===== src/rtl/md_countdown_bcd_2digit.sv =====
// Two-digit BCD countdown timer: parallel load, start/pause, terminal-count pulse.
// Define MD_COUNTDOWN_AUTO_RELOAD_EN to reload PRESET on reaching 00 and keep running.
module md_countdown_bcd_2digit #(
  parameter logic [7:0] PRESET = 8'h59
) (
  input  logic       clk,
  input  logic       rst,
  input  logic       tick,
  input  logic       load,
  input  logic [7:0] load_val,
  input  logic       start,
  input  logic       pause,
  output logic [7:0] count,
  output logic       running,
  output logic       zero,
  output logic       done
);

  typedef enum logic [1:0] {IDLE, RUN, PAUSE, DONE} state_t;
  state_t state;

  logic [7:0] load_clamped;
  logic [7:0] dec_val;
  logic [1:0] borrow;
  logic       dec_zero;

  assign borrow[0] = 1'b1;

  // Per-digit clamp of the load value and borrow-chained decrement.
  generate
    for (genvar gi = 0; gi < 2; gi++) begin : g_digit
      assign load_clamped[gi*4 +: 4] =
        (load_val[gi*4 +: 4] > 4'd9) ? 4'd9 : load_val[gi*4 +: 4];
      assign dec_val[gi*4 +: 4] =
        !borrow[gi]                 ? count[gi*4 +: 4] :
        (count[gi*4 +: 4] == 4'd0)  ? 4'd9 : (count[gi*4 +: 4] - 4'd1);
      if (gi < 1) begin : g_borrow
        assign borrow[gi+1] = borrow[gi] & (count[gi*4 +: 4] == 4'd0);
      end
    end
  endgenerate

  assign dec_zero = (dec_val == 8'h00);

  always_ff @(posedge clk or posedge rst) begin
    if (rst) begin
      state   <= IDLE;
      count   <= PRESET;
      running <= 1'b0;
      done    <= 1'b0;
      zero    <= (PRESET == 8'h00);
    end else begin
      done <= 1'b0;
      if (load) begin
        count   <= load_clamped;
        zero    <= (load_clamped == 8'h00);
        state   <= IDLE;
        running <= 1'b0;
      end else if (pause) begin
        // A coincident start is swallowed here; only a running count is suspended.
        if (state == RUN || state == PAUSE) begin
          state   <= PAUSE;
          running <= 1'b0;
        end
      end else if (start && state != RUN) begin
        if (state == PAUSE || count != 8'h00) begin
          state   <= RUN;
          running <= 1'b1;
        end
      end else if (tick && state == RUN) begin
        if (dec_zero) begin
          done <= 1'b1;
`ifdef MD_COUNTDOWN_AUTO_RELOAD_EN
          count <= PRESET;
          zero  <= (PRESET == 8'h00);
`else
          count   <= 8'h00;
          zero    <= 1'b1;
          state   <= DONE;
          running <= 1'b0;
`endif
        end else begin
          count <= dec_val;
          zero  <= 1'b0;
        end
      end
    end
  end

endmodule


===== config.mk =====
export PLATFORM = sky130hd
export DESIGN_NAME = md_countdown_bcd_2digit
export DESIGN_NICKNAME = d
export VERILOG_FILES = /design/src/rtl/md_countdown_bcd_2digit.sv
export SDC_FILE = /design/constraint.sdc
export NUM_CORES = 1
export LEC_CHECK = 0
export CAP_MARGIN = 20
export CORE_UTILIZATION = 41
export DETAILED_ROUTE_END_ITERATION = 6
export GPL_ROUTABILITY_DRIVEN = 0
export GPL_TIMING_DRIVEN = 0
export PLACE_DENSITY = 0.76
export SETUP_SLACK_MARGIN = 0.5
export SYNTH_ARGS = -nofsm -noshare
export SYNTH_HDL_FRONTEND = slang
export SYNTH_SLANG_ARGS = --single-unit

===== constraint.sdc =====
create_clock -name clk -period 1.7 [get_ports clk]
set_clock_uncertainty 0.2 [all_clocks]
set_input_delay 0.34 -clock clk [delete_from_list [all_inputs] [get_ports clk]]
set_output_delay 0.34 -clock clk [all_outputs]
set_load 0.1 [all_outputs]

Yosys cells after proc, flatten, opt, wreduce, memory -nomap -nowiden. Cells that the tools add are included. Widths: inputs -> output; s select.

Bits in registers: 13. Bits of input ports: 14. Latch bits: 0. RAM bits: 0. Memories kept: 0. Output and inout port bits: 11. ROM bits: 0. Word-level logic and storage cells: 63.

Reductions and logical operators: 14. $add $sub $neg: 2. Multiply operators: 0. Bitwise gates (word level): 0. Eq/ne operators: 7. Div/mod/pow operators: 0. Shift operators: 0. Muxes and demuxes: 33. Order comparisons: 2.

Operators with widths (number): $mux 8 (5); $mux 4 (5); $logic_not 8->1 (2); $mux 1 (16); $mux 2 (7); $gt 4x4->1 const B (2); $logic_not 4->1 (2); $reduce_bool 4->1 (2); $reduce_bool 8->1 (1); $sub 4x1->4 const B (2); $ne 2x2->1 const B (2); $ne 4x3->1 const B (1); $reduce_and 4->1 (1); $ne 3x2->1 const B (1); $reduce_and 3->1 (1); $eq 2x1->1 const B (1); $eq 2x2->1 const B (1); $logic_and 1x1->1 (2); $logic_or 1x1->1 (2); $ne 2x1->1 const B (1); $reduce_bool 2->1 (1).

Depth between registers and ports, before layout.
Depth in word-level cells: 9. Mapped depth: 6. Mapped depth without buffers: 6.

Worst setup path before layout. Ideal clock, no wire load.

Kind: flip-flop to flip-flop. From: reg count[5]. To: reg zero. Period minus slack after synthesis: 2.456 ns. Arrival time: 2.178 ns. Slack: -0.756 ns. Cell stages (with the launch flop): 5. Path buffers: 0. Required time: 1.422 ns. Library setup time: 0.078 ns. Cells stage by stage: dfrtp_1 or4_4 or4_4 a2bb2oi_1 o21ai_1.

Longest elaborated chain between the ends: 9. Elaborated cells between the ends (all ways): 10. Classes of those cells: 1 x add/sub; 7 x mux; 2 x reduce/logical.

Ends and longest elaborated chain: from (decl) (RTL line 13) `output logic [7:0] count,`; from (signal assigned) (RTL line 55) `count <= load_clamped;`; from (signal assigned) (RTL line 83) `count <= dec_val;`; $sub 4x1->4 or $logic_not 4->1 (tied branches) (RTL line 36) `(count[gi*4 +: 4] == 4'd0) ? 4'd9 : (count[gi*4 +: 4] - 4'd1);`; $mux 4 (RTL line 36); $mux 4 (*) (RTL line 35) `!borrow[gi] ? count[gi*4 +: 4] :`; $logic_not 8->1 (*) (RTL line 43) `assign dec_zero = (dec_val == 8'h00);`; $mux 1 (*) (RTL line 71) `if (dec_zero) begin`; $mux 1 (*) (RTL line 70) `end else if (tick && state == RUN) begin`; $mux 1 (*) (RTL line 65) `end else if (start && state != RUN) begin`; $mux 1 (*) (RTL line 59) `end else if (pause) begin`; $mux 1 (*) (RTL line 54) `if (load) begin`; to (signal assigned) (RTL line 51) `zero <= (PRESET == 8'h00);`; to (signal assigned) (RTL line 56) `zero <= (load_clamped == 8'h00);`; to (decl) (RTL line 15) `output logic zero,`.

Mark *: on every way between the ends. The rest lies on a longest branch, timed or not. The select of a mux whose other input is x is not followed. A chain may end at the register's enable or synchronous reset.

Final worst setup path.
From: reg count[5]. To: reg state[1].

Longest elaborated chain between the ends: 6. Elaborated cells between the ends (all ways): 10. Classes of those cells: 1 x add/sub; 1 x eq/ne; 2 x mux; 6 x reduce/logical.

Ends and longest elaborated chain: $sub 4x1->4 or $logic_not 4->1 (tied branches) (RTL line 36); $mux 4 (RTL line 36); $mux 4 (RTL line 35); $logic_not 8->1 (RTL line 43); $reduce_bool 4->1 (no source line); $reduce_and 4->1 (no source line) (*); to (signal assigned) (RTL line 47) `state <= IDLE;`; to (signal assigned) (RTL line 57) `state <= IDLE;`; to (signal assigned) (RTL line 62) `state <= PAUSE;`; to (decl) (RTL line 20) `state_t state;`.

Mark *: on every way between the ends. The rest lies on a longest branch, timed or not.

==> impl_metrics.yaml <==
timing:
  setup_tns_ns: -1.94
  final-setup-viol-count: 15
  setup_ws_ns: -0.415
  hold_viol: 0
  period_share_pct: 124
  tightest_slew_ns: 0.512
  final_max_slew_viol_count: 0
  fmax_ghz: 0.473
  relSlewSlack_pct: 65.9
  grt_setup_unrepaired: "yes"
  whs_ns: 0.163
  post-route-min-period_ns: 2.11
min_path:
  hold_class: "in2async"
global_route:
  grt_pass1_wl_mm: 4.43
  grt_antenna_before_repair: 0
  grt_max_degree: 14
  grt_util_all_layers_pct: 29.6
  grt_pass1_vias: 949
  gr-total-overflow: 0
drt:
  routedWlPerCell_um: 19.9
  drc: 0
  routed_via_density: 6.20
  first_iter_violations: 69
  dr_total_vias: 1079
  firstDrtPassIters: 4
  ant_nets: 0
  routed_wl_mm: 3.46
synth:
  seq_area_frac_synth_pct: 39.7
  synth_area_per_cell_um2: 8.67
  synth_seq_cells: 13
  yosys_warnings: 0
  netlist_instances: 96
  synth_cell_types: 34
  synth_fp_nets: 112
  syn_area_um2: 832
setup_path:
  path_max_fanout: 3
  critPathRequiredTime_ns: 1.74
  start_kind: "flop"
  path_class: "reg2reg"
  cp-end-kind: "flop"
  critical_path_arrival_ns: 2.15
cts:
  clockRootBuffer: "clkbuf_4"
  h-tree-depth: 1
  clk_latency_ns: 0.30
  tritoncts: "built"
  cts_made_buffers: 3
  holdBufCountCts: 0
  clkSinkCount: 13
  clk_pin_slew_worst_paths_ns: 0.08
  cts_max_path_buffers: 2
placed_design:
  io_buffers: 23
  place_ws_ns: -0.637
  place_hpwl_mm: 1.61
finish:
  final_nets: 166
  nFillCells: 76
  antenna_cells: 0
  drive_gt1_share_pct: 47.0
  layout_commonest_cell: "buf_4"
  mostFrequentLayoutCells: "21 x buf_4, 11 x clkdlybuf4s50_1, 11 x buf_12"
  syn2layout_area_growth_pct: 95.8
die:
  ios: 25
  die_w_um: 47.1
  die-height_um: 47.1
  die_area_um2: 2210
  start_util_pct: 45.7
  core_um2: 1820
  rows: 15
pwr:
  leakagePower_nw: 0.671
  power.total_mw: 1.13
  ir_worst_vdd_v: 0.000614
  power_density_nw_per_um2: 696
run:
  max-cap-violations: 0
outcome:
  violations: "setup timing"
  status: "finished with violations"
==> repair_timing <==
item / CTS / global route
resized for setup: 116 / 11
buffers inserted: 12 / 14
cloned: 0 / 0
pin swaps: 8 / 0
endpoints found under the setup margin: 24 / 24
==> routing by layer <==
metal	GRT usage [%]	vias to the layer above	share of wire (%)
li1	-	468	-
met1	38.6	512	39
met2	48.1	87	50
met3	8.85	12	9.3
met4	7.43	0	2.0
met5	0	-	0
==> registers in the layout, indices dropped and copies added (netlist names) <==
name,cells
count,8
done,1
zero,1
running,1
state,2
==> Yosys cell counts (all sizes together) <==
cell type / number / share of area [%]
xor2: 1 / 1.1
nand3: 3 / 1.8
nor4: 6 / 4.5
nand2: 9 / 4.1
o221ai: 1 / 1.1
and2: 1 / 0.75
o22ai: 2 / 1.5
a311o: 1 / 1.2
a21boi: 1 / 0.90
o21ai: 6 / 3.6
nor3: 7 / 4.2
inv: 6 / 2.7
ha: 2 / 3.0
dfstp: 4 / 13
nor2b: 2 / 1.5
a31oi: 3 / 2.3
nand4b: 1 / 1.1
nor4bb: 2 / 2.4
mux2i: 3 / 3.6
nand4: 2 / 1.5
a2bb2oi: 1 / 1.1
clkbuf: 3 / 1.4
o21a: 1 / 0.90
xnor2: 1 / 1.1
nor2: 7 / 3.2
nand3b: 2 / 2.3
and3: 1 / 0.75
or4: 2 / 2.7
o41ai: 1 / 1.1
a21oi: 3 / 1.8
nand2b: 2 / 1.5
dfrtp: 9 / 27
==> metrics by stage <==
step	instances	util, %	cell area (um2)
after CTS	160	80.7	1470
after global placement	144	62.7	1140
final	174	89.5	1630
after detailed placement	144	62.7	1140
after global routing	174	89.5	1630
after floorplan	96	-	880
==> cell families (layout without fill, tap and decap cells) <==
kind of cell / count (synthesis) / count (layout) / synth area share, %
flip-flops: 13 / 13 / 39.7
XOR/XNOR: 2 / 2 / 2.11
AND/OR/NAND/NOR: 47 / 47 / 32.2
adder cells (fa/ha/maj): 2 / 2 / 3.01
multiplexers: 3 / 3 / 3.61
AO/OA/AOI/OAI: 20 / 20 / 15.3
buffers and inverters: 9 / 62 / 4.06
==> worst max-delay path: stages, from the launching register on <==
cell and delay (ns):
dfrtp_4 0.48, or4_4 0.55, or4_4 0.47, o21ai_1 0.18
and3_1 0.18
==> path summary, 6_finish.rpt <==
check	endpoint	slack (ns)	cells after the start	start
hold reg to reg	zero	0.39	2	zero
setup / recovery	state[1]	-0.41	4	count[5]
min in group clk	done	0.32	3	tick
max in group asynchronous	count[5]	0.76	2	rst
setup reg to reg	state[1]	-0.41	4	count[5]
hold / removal	count[2]	0.16	2	rst
==> final cells by class <==
class	instances	area (um2)	area share, %
Multi-Input combinational cell	74	621	38.1
Inverter	6	22.5	1.38
Buffer	3	11.3	0.691
Clock buffer	3	22.5	1.38
Sequential cell	13	359	22.0
Timing Repair Buffer	49	557	34.2
Clock inverter	1	5.00	0.307
Tap cell	25	31.3	1.92
==> power breakdown <==
group / switching [mW] / leakage, nW / internal [mW]
registers: 0.0498 / 0.152 / 0.348
clock network: 0.117 / 0.0177 / 0.0879
logic: 0.301 / 0.502 / 0.231
Note: power is estimated with default switching activity, not from simulation.
